<file path="src/rtl/cpu_pkg.sv">
// Shared types for the 16-bit processor control path: FSM states, opcodes,
// ALU selects and instruction field slices.
package cpu_pkg;

    typedef enum logic [3:0] {
        S_INIT   = 4'd0,
        S_FETCH  = 4'd1,
        S_DECODE = 4'd2,
        S_NOOP   = 4'd3,
        S_LOAD_A = 4'd4,
        S_LOAD_B = 4'd5,
        S_STORE  = 4'd6,
        S_ADD    = 4'd7,
        S_SUB    = 4'd8,
        S_HALT   = 4'd9
    } state_t;

    localparam logic [3:0] OP_NOOP  = 4'h0;
    localparam logic [3:0] OP_STORE = 4'h1;
    localparam logic [3:0] OP_LOAD  = 4'h2;
    localparam logic [3:0] OP_ADD   = 4'h3;
    localparam logic [3:0] OP_SUB   = 4'h4;
    localparam logic [3:0] OP_HALT  = 4'h5;

    localparam logic [2:0] ALU_PASS = 3'b000;
    localparam logic [2:0] ALU_ADD  = 3'b001;
    localparam logic [2:0] ALU_SUB  = 3'b010;

    function automatic logic [3:0] op_of(input logic [15:0] ir);
        return ir[15:12];
    endfunction

    // RAM address field of LOAD/STORE
    function automatic logic [7:0] mem_addr_of(input logic [15:0] ir);
        return ir[11:4];
    endfunction

    function automatic logic [3:0] ra_of(input logic [15:0] ir);
        return ir[11:8];
    endfunction

    function automatic logic [3:0] rb_of(input logic [15:0] ir);
        return ir[7:4];
    endfunction

    function automatic logic [3:0] rd_of(input logic [15:0] ir);
        return ir[3:0];
    endfunction

endpackage

</file>
<file path="src/rtl/program_counter.sv">
// Program counter: increments by one when inc is high, wraps modulo 2^PC_W,
// asynchronously cleared to START_ADDR. Zero-latency output of the register.
module program_counter
    import cpu_pkg::*;
#(
    parameter int          PC_W       = 7,
    parameter int unsigned START_ADDR = 0
) (
    input  logic            clk,
    input  logic            rst_n,
    input  logic            inc,
    output logic [PC_W-1:0] pc
);

    logic [PC_W-1:0] pc_q;
    logic [PC_W-1:0] pc_d;

    always_comb begin
        pc_d = pc_q;
        if (inc) begin
            pc_d = pc_q + PC_W'(1);
        end
    end

    always_ff @(posedge clk or negedge rst_n) begin
        if (!rst_n) begin
            pc_q <= PC_W'(START_ADDR);
        end else begin
            pc_q <= pc_d;
        end
    end

    assign pc = pc_q;

endmodule

</file>
<file path="src/rtl/control_unit.sv">
// Instruction sequencer: fetches from a 1-cycle-latency ROM into IR and drives
// the RAM/register-file datapath from a Moore FSM. SINGLE_STEP_EN adds a Step gate on FETCH.
module control_unit
    import cpu_pkg::*;
#(
    parameter int          PC_W       = 7,
    parameter int unsigned START_ADDR = 0
) (
    input  logic            Clock,
    input  logic            ResetN,
`ifdef SINGLE_STEP_EN
    input  logic            Step,
`endif
    input  logic [15:0]     Instr,
    output logic [PC_W-1:0] PC_Addr,
    output logic [7:0]      D_Addr,
    output logic            D_W_En,
    output logic            RF_s,
    output logic [3:0]      RF_W_Addr,
    output logic            RF_W_En,
    output logic [3:0]      RF_Ra_Addr,
    output logic [3:0]      RF_Rb_Addr,
    output logic [2:0]      ALU_s0,
    output logic            Halted,
    output logic [3:0]      State
);

    state_t      state_q;
    state_t      state_d;
    logic [15:0] ir_q;
    logic [15:0] ir_d;
    logic        pc_inc;

    program_counter #(
        .PC_W       (PC_W),
        .START_ADDR (START_ADDR)
    ) u_pc (
        .clk   (Clock),
        .rst_n (ResetN),
        .inc   (pc_inc),
        .pc    (PC_Addr)
    );

    // The ROM word for the current PC is only valid in DECODE, so IR capture
    // and the PC increment both happen on the edge leaving DECODE.
    always_comb begin
        state_d = state_q;
        ir_d    = ir_q;
        pc_inc  = 1'b0;
        case (state_q)
            S_INIT:   state_d = S_FETCH;
            S_FETCH: begin
`ifdef SINGLE_STEP_EN
                if (Step) begin
                    state_d = S_DECODE;
                end
`else
                state_d = S_DECODE;
`endif
            end
            S_DECODE: begin
                ir_d   = Instr;
                pc_inc = 1'b1;
                case (op_of(Instr))
                    OP_STORE: state_d = S_STORE;
                    OP_LOAD:  state_d = S_LOAD_A;
                    OP_ADD:   state_d = S_ADD;
                    OP_SUB:   state_d = S_SUB;
                    OP_HALT:  state_d = S_HALT;
                    default:  state_d = S_NOOP;
                endcase
            end
            S_LOAD_A: state_d = S_LOAD_B;
            S_NOOP, S_LOAD_B, S_STORE, S_ADD, S_SUB: state_d = S_FETCH;
            S_HALT:   state_d = S_HALT;
            default:  state_d = S_INIT;
        endcase
    end

    always_ff @(posedge Clock or negedge ResetN) begin
        if (!ResetN) begin
            state_q <= S_INIT;
            ir_q    <= 16'h0000;
        end else begin
            state_q <= state_d;
            ir_q    <= ir_d;
        end
    end

    always_comb begin
        D_Addr     = 8'h00;
        D_W_En     = 1'b0;
        RF_s       = 1'b0;
        RF_W_Addr  = 4'h0;
        RF_W_En    = 1'b0;
        RF_Ra_Addr = 4'h0;
        RF_Rb_Addr = 4'h0;
        ALU_s0     = ALU_PASS;
        Halted     = 1'b0;
        case (state_q)
            S_STORE: begin
                D_Addr     = mem_addr_of(ir_q);
                RF_Ra_Addr = rd_of(ir_q);
                D_W_En     = 1'b1;
            end
            // RAM read latency: address presented, write-back waits a cycle
            S_LOAD_A: begin
                D_Addr = mem_addr_of(ir_q);
                RF_s   = 1'b1;
            end
            S_LOAD_B: begin
                D_Addr    = mem_addr_of(ir_q);
                RF_s      = 1'b1;
                RF_W_Addr = rd_of(ir_q);
                RF_W_En   = 1'b1;
            end
            S_ADD, S_SUB: begin
                RF_Ra_Addr = ra_of(ir_q);
                RF_Rb_Addr = rb_of(ir_q);
                RF_W_Addr  = rd_of(ir_q);
                RF_W_En    = 1'b1;
                ALU_s0     = (state_q == S_ADD) ? ALU_ADD : ALU_SUB;
            end
            S_HALT:  Halted = 1'b1;
            default: ;
        endcase
    end

    assign State = state_q;

endmodule
</file>
<file path="config.mk">
export PLATFORM = sky130hd
export DESIGN_NAME = control_unit
export DESIGN_NICKNAME = d
export VERILOG_FILES = /design/src/rtl/cpu_pkg.sv /design/src/rtl/program_counter.sv /design/src/rtl/control_unit.sv
export SDC_FILE = /design/constraint.sdc
export NUM_CORES = 1
export LEC_CHECK = 0
export ABC_AREA = 1
export CORE_MARGIN = 10
export CORE_UTILIZATION = 43
export CTS_CLUSTER_DIAMETER = 120
export DETAILED_ROUTE_END_ITERATION = 16
export PLACE_DENSITY = 0.8
export SLEW_MARGIN = 15
export SYNTH_ARGS = -nofsm -noshare
export SYNTH_HDL_FRONTEND = slang
export SYNTH_HIERARCHICAL = 1
export SYNTH_SLANG_ARGS = --single-unit
</file>
<file path="constraint.sdc">
create_clock -name Clock -period 1.84 [get_ports Clock]
set_input_delay 0.184 -clock Clock [delete_from_list [all_inputs] [get_ports Clock]]
set_output_delay 0.184 -clock Clock [all_outputs]
set_load 0.05 [all_outputs]
</file>
==> summary.md, run 1 <==
| Metric | Value |
|---|---|
| Placed Area | around 2200 µm² |
| TritonCTS Buffers | 3 |
| Final #Nets | 253 |
| Worst slew margin | 64.7% |
| Setup TNS | -169 ps |
| Ys async rst share | 100% |
| Yosys warns | 6 |
| Synth Flop Type | dfrtp_1 |
| Cell row count | 20 |
| Crit path max-delay cell type | dfrtp_2 |
| Total of max-cap violations | 0 |
| Share of cells above drive strength 1 | 43.3% |
| Initial antenna violation count | 1 |
| Req. time, crit path | between 1500 and 2000 ps |
| Fin. Hold Viols | 0 |
| CP top delay family | buffers and inverters |
| Routed vias/inst | about 4.6 |
| Largest net degree at the start of global routing | 24 |
| Fin area | around 2400 µm² |
| Leakage | around 0.0011 µW |
| Chip width | approximately 77 µm |
| Peak Freq | roughly 530 MHz |
| Worst vdd ir | 1.22 mV |
| Fillers | around 200 |
| Vias in the first global route | approximately 1300 |
| CTS Sinks | 23 |
| EDFF count, synth | 0 |
| FF+latch count, synth | 23 |
| Area growth syn-to-layout | 71.8% |
| # hold bufs at CTS | 0 |
| FF/Latch Area | 581 µm² |
| GRT Util Overall | between 10% and 20% |
| Post-synthesis sequential area ratio | between 40% and 50% |
| I/O pin count | 56 |
| Synth top area share | between 40% and 50% |
| Synthesized instance count | between 150 and 200 |
| Synth cell types | 24 |
| Initial Utilization | 45.2% |
| Setup crit end kind | output pin |
| Vert. Die Dim | between 70 and 80 µm |
| DRT Pass-1 Iters | 4 |
| Die ar. | just under 6000 µm² |
| Power Total | 2860 µW |
| Clock-pin slew on the worst setup and hold paths | about 140 ps |
| Root buffer cell | clkbuf_4 |
| RSZ-0062 raised after global routing | yes |
| Post-Syn Nets | around 190 |
| Antenna viol nets, final | 0 |
| Post-synth top area cell | dfrtp_1 |
| CTS tree | done |
| HPWL Detailed | around 3.1 mm |
| Clk Latency, worst-skew pair | approximately 320 ps |
| DRT iter0 DRCs | 40 |
| Core ar. | around 3000 µm² |
| Slew of the pin with the lowest slew margin | 527 ps |
| Failing checks | negative setup slack |
| Drt drc | 0 |
| Critical path startpoint category | flop |
| CP arrival | ~1700 ps |
| Clk_skew | roughly 5.6 ps |
| Wirelength, routed | about 4.2 mm |
| Worst-path maximum fanout | 5 |
| Clock tree buffer depth | 2 |
| Final Slew Violations | 0 |
| GPL Wtd Cong | between 0.7 and 0.8 |
| Overall via count from detail_route | 1283 |
| Commonest non-fill, non-tap cells in the layout | 43 x nand2_1, 26 x buf_12, 24 x clkdlybuf4s50_1 |
| Post-Syn Area per Cell | about 8.3 µm² |
| Gr ovfl total | 0 |
| Status | finished, violations left |
| Tcrit/Tclk final | 102% |
| First-pass GRT wire length | between 6 and 7 mm |
| Tmin final | approximately 1900 ps |
| DR WL/cell | 15.2 µm |
| Commonest non-fill, non-tap cell in the layout | nand2_1 |
| Buffers on Ports | 54 |
| Finish-stage setup viols | 5 |
| Max H-tree Level | 1 |
| Crit Path Class | reg -> out |
| Setup ws final | -36.1 ps |
| Most area-consuming cells after synthesis | dfrtp_1 42%, nand2_1 12%, o21ai_2 7.6% |
| Multi-input gate area | between 700 and 800 µm² |
| HP Class | in -> async |
| Worst-path cell chain | buf_4 > nand3_2 > clkinvlp_4 > nor2_4 > buf_12 > nor2_4 > buf_12 |
| Sum of buffers and inverters on the critical path | 4 |
| CP peak stage delay | roughly 460 ps |
| Mapped Area | between 1000 and 1500 µm² |
| PwrDens | approximately 1200 nW/µm² |
==> kinds of logic (layout without fill, tap and decap cells) <==
group                    after synthesis  after routing  synth area share (%)
multiplexers                           1              1                 0.817
AND/OR/NAND/NOR                       87             87                  32.2
XOR/XNOR                               4              4                  2.54
other                                  1              2                 0.272
flip-flops                            23             23                  41.7
adder cells (fa/ha/maj)                1              1                 0.907
AO/OA/AOI/OAI                         19             19                  10.3
buffers and inverters                 31             97                  11.3
==> cell usage after synthesis (3+ instances only) <==
cell,n
a21oi_1,4
nand3_1,3
nand2_4,5
nor2_4,5
nand2_1,45
o21ai_2,12
nor2_1,17
dfrtp_1,23
nand2_2,7
inv_1,25
xor2_1,3
==> registers in the layout, indices dropped and copies added, names as in the netlist <==
| name | count |
|---|---|
| u_pc/pc | 7 |
| State | 4 |
| ir_q | 12 |
==> through the flow <==
step / utilization, % / hold slack (ps) / setup WS, ps / cells
floorplan: - / -112 / -19.3 / 167
global placement: 73.1 / 474 / 343 / 265
detailed placement: 73.1 / 515 / 313 / 265
CTS: 74.3 / 198 / -15.6 / 269
global route: 77.6 / 222 / -131 / 278
finish: 77.6 / 195 / -36.1 / 278
==> repair_timing <==
| action | 4_1_cts | 5_1_grt |
|---|---|---|
| buffers inserted | 0 | 8 |
| gates resized for setup | 5 | 9 |
| hold endpoints to repair | 0 | 0 |
| endpoints found under the setup margin | 8 | 15 |
| pin swaps | 0 | 3 |
==> worst paths after layout <==
check                      slack (ps)      endpoint  cells past startpoint        from
max                               -40  RF_W_Addr[0]                      7    State[3]
min                               190      State[2]                      2      ResetN
max reg2reg                       290    u_pc/pc[6]                      9    State[2]
min reg2reg                       540    u_pc/pc[6]                      2  u_pc/pc[6]
max in group asynchronous        1400      State[1]                      2      ResetN
min in group Clock                410       ir_q[6]                      3    Instr[6]
==> power breakdown <==
part | internal, µW | switching [µW]
Combinational | 624 | 1090
Sequential | 722 | 172
Clock | 81.5 | 164
==> routing by layer <==
metal  vias to the layer above  track usage (%)  wire length [µm]  share of wire, %
met2                        36             22.0              2270                54
met5                         -                0                 0                 0
met3                         9             2.71               181               4.3
met4                         0             7.62               106               2.5
met1                       606             15.1              1660                39
li1                        632                -                 -                 -
==> final cells by class <==
| class | count | area share (%) |
|---|---|---|
| diodes | 1 | 0.106 |
| clock buffers | 3 | 0.951 |
| clock inverters | 1 | 0.211 |
| inverters | 28 | 4.70 |
| multi-input cells | 113 | 29.9 |
| flip-flops and latches | 23 | 24.5 |
| well taps | 44 | 2.32 |
| repair buffers | 65 | 37.3 |
No activity file was read; power rests on OpenSTA's default activity.
==> run 2, diff against run 1 <==
--- a/config.mk
+++ b/config.mk
@@ -6,13 +6,12 @@
 export NUM_CORES = 1
 export LEC_CHECK = 0
 export ABC_AREA = 1
-export CORE_MARGIN = 10
-export CORE_UTILIZATION = 43
+export CORE_MARGIN = 5
+export CORE_UTILIZATION = 45
 export CTS_CLUSTER_DIAMETER = 120
 export DETAILED_ROUTE_END_ITERATION = 16
-export PLACE_DENSITY = 0.8
+export PLACE_DENSITY = 0.85
 export SLEW_MARGIN = 15
 export SYNTH_ARGS = -nofsm -noshare
 export SYNTH_HDL_FRONTEND = slang
-export SYNTH_HIERARCHICAL = 1
 export SYNTH_SLANG_ARGS = --single-unit
==> constraint.sdc (replaced) <==
create_clock -name Clock -period 2.35 [get_ports Clock]
set_input_delay 0.235 -clock Clock [delete_from_list [all_inputs] [get_ports Clock]]
set_output_delay 0.235 -clock Clock [all_outputs]
set_load 0.05 [all_outputs]
==> run 2 against run 1 <==
Compared with the run above: the run now ends clean; critical endpoint is now ALU_s0[1]; largest cell class is now flip-flops and latches; utilization decreased by 12 points; sequential power decreased by 23%; die area is 31% lower; area after synthesis decreased by 6.6%; global-route usage increased by 2.4 points; synthesized cell count down 0.60%; final cell count fell by 9.0%; hold slack better by 94 ps; setup slack improved by 150 ps; combinational power down 38%.
==> summary.md, run 2 <==
| Metric | Value |
|---|---|
| Met3 WL post-DR | 227 µm (+25%) |
| Max FFs per register | 12 (unchanged) |
| PwrDens | 1060 nW/µm² (-12%) |
| Area growth syn-to-layout | 40.9% |
| Commonest cells in the netlist | 44 x nand2_1, 26 x inv_1, 24 x nor2_1 |
| Status | finished clean |
| Largest reg by FF count | ir_q |
| Critical path startpoint category | flop |
| Vias in the first global route | 1112 (-12%) |
| First-pass GRT wire length | 5.09 mm (-20%) |
| HPWL Detailed | 2.31 mm (-26%) |
| Clk_skew | 1.70 ps (-3.93 ps) |
| Leakage | 0.000936 µW (-18%) |
| Antenna viol nets, final | 0 (unchanged) |
| Drt drc | 0 (unchanged) |
| Most area-consuming cells after synthesis | dfrtp_1 45%, nand2_1 13%, inv_1 7.6% |
| Overall via count from detail_route | 1191 (-7.2%) |
| Total of max-cap violations | 0 (unchanged) |
| DRT Pass-1 Iters | 7 (+3) |
| Synthesized instance count | 166 (-0.60%) |
| Fin. Hold Viols | 0 (unchanged) |
| Worst slew margin | 65.5% (+0.76 points) |
| Commonest non-fill, non-tap cell in the layout | nand2_1 |
| Final core occ | 65.8% (-12 points) |
| Antenna diode count | 0 (-1) |
| FF+latch count, synth | 23 (unchanged) |
| Fillers | 253 (+23%) |
| Buffers on Ports | 54 (unchanged) |
| RSZ-0062 raised after global routing | no |
| Metal-1 WL | 1.32 mm (-21%) |
| Vert. Die Dim | 63.5 µm (-17%) |
| Finish-stage setup viols | 0 (-5) |
| TritonCTS Buffers | 3 (unchanged) |
| Final Slew Violations | 0 (unchanged) |
| Initial antenna violation count | 0 (-1) |
| Tcrit/Tclk final | between 90 and 100% |
| Mapped Area | 1290 µm² (-6.6%) |
| Tmin final | 2230 ps |
| Synth Flop Type | dfrtp_1 |
| Ys async rst share | 100% (unchanged) |
| Inst Count DP | 249 (-6.0%) |
| Setup ws final | 119 ps (+155 ps) |
| Worst vdd ir | 0.878 mV (-28%) |
| Routed vias/inst | 4.71 (+2.0%) |
| GRT Util Overall | 15.5% (+2.4 points) |
| Slew of the pin with the lowest slew margin | 516 ps (-11.3 ps) |
| R2r endpoint | ir_q[1] |
| HP Class | in -> async |
| Max H-tree Level | 1 (unchanged) |
| Top Metal Used | met4 |
| Commonest non-fill, non-tap cells in the layout | 44 x nand2_1, 32 x clkdlybuf4s50_1, 26 x inv_1 |
| Post-Syn Area per Cell | 7.76 µm² (-6.1%) |
| Most common cell in the netlist | nand2_1 |
| Clk Latency, worst-skew pair | 310 ps (about the same) |
| Final #Nets | 242 (-4.3%) |
| DR WL/cell | 12.0 µm (-21%) |
| EDFF count, synth | 0 (unchanged) |
| CTS Sinks | 23 (unchanged) |
| CTS tree | done |
| Clock tree buffer depth | 2 (unchanged) |
| Post-synthesis sequential area ratio | 44.7% (+3.0 points) |
| Root buffer cell | clkbuf_4 |
| Synth cell types | 22 (-8.3%) |
| DRT iter0 DRCs | 36 (-10%) |
| Worst-path maximum fanout | 7 (+2) |
| Largest net degree at the start of global routing | 29 (+21%) |
| Initial Utilization | 46.7% (+1.5 points) |
| Finished Layout Cells | 253 (-9.0%) |
| Share of cells above drive strength 1 | 21.6% (-22 points) |
| Core ar. | 2760 µm² (-9.7%) |
| Worst r2r src | State[1] |
| Yosys warns | 0 (-6) |
| Wirelength, routed | 3.03 mm (-28%) |
| Chip width | 63.5 µm (-17%) |
| Post-Syn Nets | 185 (-0.54%) |
| Worst Reg-to-Reg Cells | 6 (-3) |
| Peak Freq | approximately 450 MHz |
| Crit Path Class | reg -> out |
| Routed wl met2 | 1.47 mm (-35%) |
| Req. time, crit path | 2120 ps (+460 ps) |
| Place WS | 374 ps (+61.3 ps) |
| Cell row count | 19 (-5.0%) |
| Flop-to-flop setup slack | 1090 ps (+800 ps) |
| CP arrival | 2000 ps (+310 ps) |
| Post-synth top area cell | dfrtp_1 |
| Die ar. | 4030 µm² (-31%) |
| Synth top area share | 44.7% (+3.0 points) |
| GPL Wtd Cong | 0.776 (+0.54%) |
| Clock-pin slew on the worst setup and hold paths | 130 ps (about the same) |
| I/O pin count | 56 (unchanged) |
| Gr ovfl total | 0 (unchanged) |
| Setup TNS | 0 ps (+169 ps) |
| Setup crit end kind | output pin |
## run 2: cells by family (layout without fill, tap and decap cells)
family                   Yosys count  count (layout)  synth area share, %
AND/OR/NAND/NOR                   82              82                 27.0
buffers and inverters             31              87                 11.5
AO/OA/AOI/OAI                     24              24                 12.8
flip-flops                        23              23                 44.7
XOR/XNOR                           4               4                 2.72
adder cells (fa/ha/maj)            1               1                0.972
other                              1               1                0.291
## run 2: repair_timing
action	4_1_cts	5_1_grt
endpoints found under the hold margin	0	0
resized for setup	0	1
endpoints found under the setup margin	0	1
setup buffers	0	0
hold buffers	0	0
## run 2: routing by layer
metal  vias to the layer above  GRT usage [%]
met2                        38           27.2
met4                         0           3.90
met1                       538           18.5
li1                        613              -
met3                         2           4.44
met5                         -              0
## run 2: worst max-delay path by stage
stage,from,end,slack [ps]
after global placement,State[3],D_W_En,410
after detailed placement,State[3],D_W_En,370
after global routing,State[1],Halted,2
after floorplan,State[2],RF_Ra_Addr[0],-110
after CTS,State[3],D_W_En,10
final,State[0],ALU_s0[1],120
## run 2: through the flow
step	instance area [µm²]	total power [µW]	hold WS, ps
2_1_floorplan	1290	1490	-60.6
4_1_cts	1810	1960	291
3_5_place_dp	1780	1770	508
6_report	1810	1930	289
5_1_grt	1810	2080	293
3_3_place_gp	1780	1740	494
## run 2: final cells by class
| cell class | instances | area, µm² | area share [%] |
|---|---|---|---|
| tap | 31 | 38.8 | 2.14 |
| clock inverter | 1 | 5.00 | 0.276 |
| clock buffer | 3 | 22.5 | 1.24 |
| sequential | 23 | 576 | 31.7 |
| timing repair buffer | 55 | 498 | 27.4 |
| inverter | 28 | 110 | 6.07 |
| multi-input combinational | 112 | 564 | 31.1 |
## run 2: worst max-delay path: stages (launching register included)
cell             delay [ps]
dfrtp_1                 490
nor2_1                  170
nand3_1                 120
inv_1                   100
clkdlybuf4s50_1         810
## run 2: power by group
part           internal (µW)  total (µW)  switching [µW]
logic                    349        1060             715
clock network           63.5         184             120
registers                558         684             125
